### config.mk
export PLATFORM = sky130hd
export DESIGN_NAME = carry_pipe_adder
export DESIGN_NICKNAME = d
export VERILOG_FILES = /design/src/rtl/carry_pipe_adder.sv
export SDC_FILE = /design/constraint.sdc
export NUM_CORES = 1
export LEC_CHECK = 0
export BUFFER_PORTS_ARGS = -buffer_cell sky130_fd_sc_hd__buf_2
export CAP_MARGIN = 20
export CORE_MARGIN = 8
export CORE_UTILIZATION = 50
export DETAILED_ROUTE_END_ITERATION = 8
export PLACE_DENSITY = 0.69
export RECOVER_POWER = 50
export SLEW_MARGIN = 20
export SYNTH_ARGS = -nofsm -noshare
export SYNTH_HDL_FRONTEND = slang
export SYNTH_SLANG_ARGS = --single-unit
### constraint.sdc
create_clock -name CLK -period 7.7 [get_ports CLK]
set_input_delay 1.155 -clock CLK [delete_from_list [all_inputs] [get_ports CLK]]
set_output_delay 1.155 -clock CLK [all_outputs]
set_load 0.01 [all_outputs]
### src/rtl/carry_pipe_adder.sv
// carry_pipe_adder: pipelined post-adder with selectable/registered carry-in.
// The add is split into SEG-bit segments. The carry ripples between segments
// through registers. Operands are skewed in and the result is deskewed out.
module carry_pipe_adder #(
   parameter int unsigned WIDTH      = 48,
   parameter int unsigned SEG        = 12,
   parameter string       CARRYINSEL = "OPMODE5",
   parameter int unsigned CARRYINREG = 1
) (
   input  logic             CLK,
   input  logic             RSTCARRYIN,
   input  logic             CECARRYIN,
   input  logic             CE,
   input  logic             VALID_IN,
   input  logic             OPMODE5,
   input  logic             CARRYIN,
   input  logic             SUB,
   input  logic [WIDTH-1:0] A,
   input  logic [WIDTH-1:0] B,
   output logic [WIDTH-1:0] P,
   output logic             CARRYOUT,
   output logic             VALID_OUT
);
   localparam int unsigned SEG_SAFE = (SEG == 0) ? 1 : SEG;
   localparam int unsigned NSEG     = WIDTH / SEG_SAFE;
   localparam logic        SEL_OP5  = (CARRYINSEL == "OPMODE5");
   localparam logic        SEL_CI   = (CARRYINSEL == "CARRYIN");

   // Reject geometries that cannot be split into whole segments
   if (SEG < 1 || (WIDTH % SEG_SAFE) != 0) begin : g_bad_param
      $error("carry_pipe_adder: WIDTH must be a non-zero multiple of SEG");
   end

   logic             cin_sel;
   logic [WIDTH-1:0] a0;
   logic [WIDTH-1:0] b0;
   logic             sub0;
   logic             v0;
   logic             cin0;
   logic [NSEG:0]    carry;
   logic [NSEG-1:0]  v_pipe;

   // Unknown carry-in source names fall through to a constant 0
   assign cin_sel = (SEL_OP5 & OPMODE5) | (SEL_CI & CARRYIN);

   if (CARRYINREG != 0) begin : g_inreg
      logic [WIDTH-1:0] a_q;
      logic [WIDTH-1:0] b_q;
      logic             sub_q;
      logic             v_q;
      logic             cyi_q;

      // Input stage: operands follow CE, CYI follows CECARRYIN only
      always_ff @(posedge CLK) begin
         if (RSTCARRYIN) begin
            a_q   <= '0;
            b_q   <= '0;
            sub_q <= 1'b0;
            v_q   <= 1'b0;
            cyi_q <= 1'b0;
         end else begin
            if (CE) begin
               a_q   <= A;
               b_q   <= B;
               sub_q <= SUB;
               v_q   <= VALID_IN;
            end
            if (CECARRYIN) begin
               cyi_q <= cin_sel;
            end
         end
      end

      assign a0   = a_q;
      assign b0   = b_q;
      assign sub0 = sub_q;
      assign v0   = v_q;
      assign cin0 = cyi_q;
   end else begin : g_noreg
      assign a0   = A;
      assign b0   = B;
      assign sub0 = SUB;
      assign v0   = VALID_IN;
      assign cin0 = cin_sel;
   end

   // Subtract is A + ~B + ~cin, so the first carry is inverted by SUB
   assign carry[0] = cin0 ^ sub0;

   for (genvar j = 0; j < NSEG; j++) begin : g_seg
      logic [SEG-1:0] a_j;
      logic [SEG-1:0] b_j;
      logic           sub_j;
      logic [SEG:0]   sum_c;
      logic [SEG-1:0] s_q;
      logic           c_q;

      if (j == 0) begin : g_direct
         assign {sub_j, b_j, a_j} = {sub0, b0[SEG-1:0], a0[SEG-1:0]};
      end else begin : g_skew
         logic [2*SEG:0] sk_q [j];

         // Delay this segment's operands by j stages to meet its carry
         always_ff @(posedge CLK) begin
            if (RSTCARRYIN) begin
               for (int i = 0; i < j; i++) begin
                  sk_q[i] <= '0;
               end
            end else if (CE) begin
               sk_q[0] <= {sub0, b0[j*SEG +: SEG], a0[j*SEG +: SEG]};
               for (int i = 1; i < j; i++) begin
                  sk_q[i] <= sk_q[i-1];
               end
            end
         end

         assign {sub_j, b_j, a_j} = sk_q[j-1];
      end

      assign sum_c = {1'b0, a_j} + {1'b0, b_j ^ {SEG{sub_j}}} + (SEG+1)'(carry[j]);

      // Segment adder register: partial sum plus carry into the next segment
      always_ff @(posedge CLK) begin
         if (RSTCARRYIN) begin
            s_q <= '0;
            c_q <= 1'b0;
         end else if (CE) begin
            {c_q, s_q} <= sum_c;
         end
      end

      assign carry[j+1] = c_q;

      if (j == NSEG - 1) begin : g_tail
         assign P[j*SEG +: SEG] = s_q;
      end else begin : g_deskew
         localparam int unsigned D = NSEG - 1 - j;
         logic [SEG-1:0] dk_q [D];

         // Hold early segments back until the top segment finishes
         always_ff @(posedge CLK) begin
            if (RSTCARRYIN) begin
               for (int i = 0; i < int'(D); i++) begin
                  dk_q[i] <= '0;
               end
            end else if (CE) begin
               dk_q[0] <= s_q;
               for (int i = 1; i < int'(D); i++) begin
                  dk_q[i] <= dk_q[i-1];
               end
            end
         end

         assign P[j*SEG +: SEG] = dk_q[D-1];
      end
   end

   // Valid marker travels with the data through every segment stage
   always_ff @(posedge CLK) begin
      if (RSTCARRYIN) begin
         v_pipe <= '0;
      end else if (CE) begin
         v_pipe[0] <= v0;
         for (int i = 1; i < int'(NSEG); i++) begin
            v_pipe[i] <= v_pipe[i-1];
         end
      end
   end

   assign CARRYOUT  = carry[NSEG];
   assign VALID_OUT = v_pipe[NSEG-1];

endmodule

# Yosys cells after proc, flatten, opt, wreduce, memory -nomap -nowiden
# Memories as Yosys holds them, arrays and structs flattened.
# Cells that the tools add are included.
# word_totals
mem_count	6
out_inout_bits	50
elab_cells	64
input_bits	104
mem_bits_rw	222
regBits	155
# op_classes
add_sub_neg	8
bitwise	15
n_mux	19
reduce_logical	2
# mem_list
name	depth	word_bits	rd	rd_clocked_by_memory_dff	wr	line_no	text
g_seg[3].g_skew.sk_q	3	25	3	0	3	101	logic [2*SEG:0] sk_q [j];
g_seg[2].g_skew.sk_q	2	25	2	0	2	101	
g_seg[0].g_deskew.dk_q	3	12	3	0	3	138	logic [SEG-1:0] dk_q [D];
g_seg[1].g_skew.sk_q	1	25	1	0	1	101	
g_seg[1].g_deskew.dk_q	2	12	2	0	2	138	
g_seg[2].g_deskew.dk_q	1	12	1	0	1	138	
# ops
cell	count
25-bit two-way mux	6
12-bit two-way mux	6
12-bit by 12-bit adder with 13-bit output	4
13-bit by 1-bit adder with 13-bit output	4
12-bit bitwise XOR	4
25-bit OR reduction	1
12-bit OR reduction	1
1-bit OR	10
1-bit two-way mux	7
1-bit bitwise XOR	1

# Logic depth before layout (Yosys ltp)
# depth
ltp_word	5
mapped_depth	12
depth_no_buf	10

# Least setup slack after synthesis
# No wires, ideal clock.
# synth_timing
kind	in2reg
start	input CE
end	register g_seg[0].s_q[7]
t_arrival_ps	6088
path_slack_ps	1248
n_path_buf	1
setup_time_ps	363
path_stages	4
required_time_ps	7337
cell_sequence	buf_2 > nor2_1 > inv_1 > o32ai_1
# synth_rtl
element	line_no	text
from (decl)	13	input logic CE,
to (signal assigned)	128	{c_q, s_q} <= sum_c;
to (decl)	95	logic [SEG-1:0] s_q;

==> results.py <==
metrics = {
    "outcome": {
        "outcome": "complete, but fails checks",
        "violations": "capacitance limit, slew limit",
    },
    "drt": {
        "wl_per_cell_um": 17.1,
        "highest_layer": "met4",
        "drc": 0,
        "vias_per_cell": 5.31,
        "wl_um": 31800,
        "met3_length_um": 1490,
        "routed-via-count": 9888,
        "wl_met1_um": 15800,
        "drt_iter0_drc": 683,
        "postRouteAntennaNets": 0,
        "firstDrtPassIters": 5,
        "route.met2.wl_um": 13800,
    },
    "power_and_ir_drop": {
        "seqPwrFrac_pct": 50.5,
        "power_uw": 4590,
        "pwr-share-comb_pct": 10.5,
        "p_leak_uw": 0.00845,
        "ir_drop_mv": 0.166,
        "internal_power_uw": 3490,
        "power.density_nw_per_um2": 254,
        "switching_share_pct": 23.9,
        "clkPwrFrac_pct": 39.0,
        "switching_power_uw": 1100,
    },
    "grt": {
        "overflow": 0,
        "grt_start_max_net_pins": 231,
        "antenna_found_initial": 0,
        "grt_pass1_vias": 9633,
        "grt_usage_pct": 16.1,
        "grt_pass1_wl_um": 50900,
    },
    "layout": {
        "finalNonFillerCells": 1861,
        "final.fill_count": 2660,
        "drive_above_1_share_pct": 12.1,
        "syn_to_final_growth_pct": 12.4,
        "final_core_utilization_pct": 57.2,
        "n_antenna_cell": 0,
        "finalNetCount": 1585,
        "ff_latch_area_sq_um": 9680,
        "multi_input_area_sq_um": 5830,
    },
    "synth": {
        "synth-edff-count": 219,
        "ys_types": 51,
        "yosysTopAreaCellShare_pct": 40.8,
        "ys_ff_latch": 374,
        "synth_flop_cell": "edfxtp_1",
        "synth_top_area_cell": "edfxtp_1",
        "synth_area_leaders": "edfxtp_1, dfxtp_1, and3_1",
        "async_flop_share_pct": 0,
        "syn_area_sq_um": 16100,
        "synth_cells": 1341,
        "avgSynthCellArea_sq_um": 12.0,
        "ys_seq_area_share_pct": 60.1,
        "yosysMostFrequentCell": "and3_1",
        "synth_common_cells": "and3_1, edfxtp_1, dfxtp_1",
        "yosys_warnings": 0,
        "synth_fp_nets": 1497,
    },
    "placement": {
        "dp_cells": 1789,
        "port_buffers": 152,
        "hpwlAfterDp_um": 20400,
        "gp_congestion": 0.791,
    },
    "floorplanning": {
        "die_h_um": 196,
        "die_w_um": 196,
        "rows": 65,
        "ioPinCount": 154,
        "die-area_sq_um": 38200,
        "initial_core_util_pct": 50.9,
        "coreArea_sq_um": 31600,
    },
    "cts": {
        "cts_hold_buf": 0,
        "ctsLongestPathBuffers": 3,
        "cts-buffers-inserted": 40,
        "h-tree-depth": 2,
        "clock-sinks": 374,
        "root_buffer": "clkbuf_16",
        "cts.reportedPaths.clkPinSlew_ns": 0.06,
        "cts_tree": "built",
        "cts_post_setup_buffers_inserted": 0,
        "clkLatencyLatePin_ns": 0.52,
        "cts_resized": 0,
    },
    "timing": {
        "hold_violations": 0,
        "final.min_clock_period_ns": 4.97,
        "holdWs_ns": 0.445,
        "finClkSkew_ns": 0.0179,
        "finalMaxSlewViolations": 84,
        "tightestPinTransition_ns": 2.38,
        "max_freq_mhz": 201,
        "setup_violations": 0,
        "grt_setup_unrepaired": "no",
        "slew_headroom_pct": -58.9,
        "post-route-period-util_pct": 64.5,
        "fin_tns_setup_ns": 0,
    },
    "setup_path": {
        "slowest_delay_ns": 1.79,
        "crit_buf_inv": 2,
        "critical_path_arrival_ns": 5.37,
        "startpoint_type": "input port",
        "critical_path.max_fanout": 46,
        "path_cells": "clkbuf_1 -> clkbuf_1 -> nor2_1 -> nand3_1 -> a31oi_1 -> nand3b_1",
        "crit_family": "buffers and inverters",
        "slowest_stage": "clkbuf_1",
        "crit_path_end_kind": "flip-flop",
        "cp_data_required_time_ns": 8.10,
        "cp_common_cell": "clkbuf_1",
        "crit_type": "in -> reg",
    },
    "job": {
        "drv_cap": 2,
    },
    "min_path": {
        "hp-class": "reg -> reg",
    },
}
==> kinds of logic (layout without fill, tap and decap cells) <==
family	after synthesis	after routing	share of synthesized area, %
AO/OA/AOI/OAI	146	146	6.06
XOR/XNOR	75	75	4.08
adder cells (fa/ha/maj)	52	52	4.41
buffers and inverters	134	252	3.77
flip-flops	374	374	60.1
multiplexers	111	111	6.90
AND/OR/NAND/NOR	449	449	14.7
==> state kept, by name, indices dropped and copies added (netlist names) <==
name / flops
CARRYOUT: 1
a0: 48
b0: 48
cin0: 1
g_inreg.sub_q: 1
g_inreg.v_q: 1
g_seg.c_q: 3
g_seg.g_deskew.dk_q: 72
g_seg.g_skew.sk_q: 147
g_seg.s_q: 48
v_pipe: 4
==> worst reg2reg max path: stages (launching register included) <==
cell and delay, ns:
dfxtp_1 0.96, xor2_1 0.22, fa_1 0.48, a21o_1 0.19, a41oi_1 0.30, a31oi_1 0.20
a221oi_1 0.34, xor2_1 0.31, o21ai_0 0.11
==> per-stage QoR <==
stage | instance area, sq um | setup WS [ns]
global route | 18100 | 2.43
global placement | 16900 | 3.61
floorplan | 16100 | 1.25
CTS | 18200 | 4.14
finish | 18100 | 2.73
detailed placement | 16900 | 3.59
==> worst paths after layout <==
| path | start | to | slack, ns | cells past startpoint |
|---|---|---|---|---|
| worst min-delay path | g_seg[1].s_q[11] | g_seg[1].s_q[11] | 0.45 | 2 |
| worst max-delay path | RSTCARRYIN | g_seg[3].s_q[11] | 2.73 | 6 |
| worst min register to register | g_seg[1].s_q[11] | g_seg[1].s_q[11] | 0.45 | 2 |
| worst max register to register | g_inreg.sub_q | g_seg[0].s_q[11] | 4.45 | 8 |
==> routing by layer <==
| layer | GRT usage (%) | vias to the layer above |
|---|---|---|
| li1 | - | 4999 |
| met1 | 23.3 | 4656 |
| met2 | 24.2 | 189 |
| met3 | 2.96 | 44 |
| met4 | 4.83 | 0 |
| met5 | 0 | - |
==> power groups by stage <==
stage | Combinational, uW | Clock [uW] | Sequential, uW
6_report | 481 | 1790 | 2320
5_1_grt | 537 | 1910 | 2330
2_1_floorplan | 362 | 0 | 2350
4_1_cts | 491 | 1830 | 2320
3_3_place_gp | 479 | 0 | 2350
3_5_place_dp | 489 | 0 | 2360
==> layout by cell type, fill, tap and decap left out, drive strengths merged, types with 9 or more instances in the layout <==
master	netlist	final
and3	222	222
xnor2	16	16
edfxtp	219	219
buf	48	107
nand2	35	35
dfxtp	155	155
o21ai	34	34
nand3	14	14
a21oi	39	39
xor2	59	59
nor2	139	139
a21o	21	21
clkbuf	65	110
inv	19	22
nor3	11	11
ha	44	44
a211oi	9	9
mux2i	111	111
clkinv	2	12
nor2b	10	10
==> area by class of cell <==
cell class                 instances  share of cell area (%)
clock buffer                      58                    6.34
multi-input combinational        833                    32.2
sequential                       374                    53.5
timing repair buffer             159                    4.24
clock inverter                    14                   0.498
inverter                          21                   0.491
tap                              402                    2.78
Power figures use the tool's default switching activity.
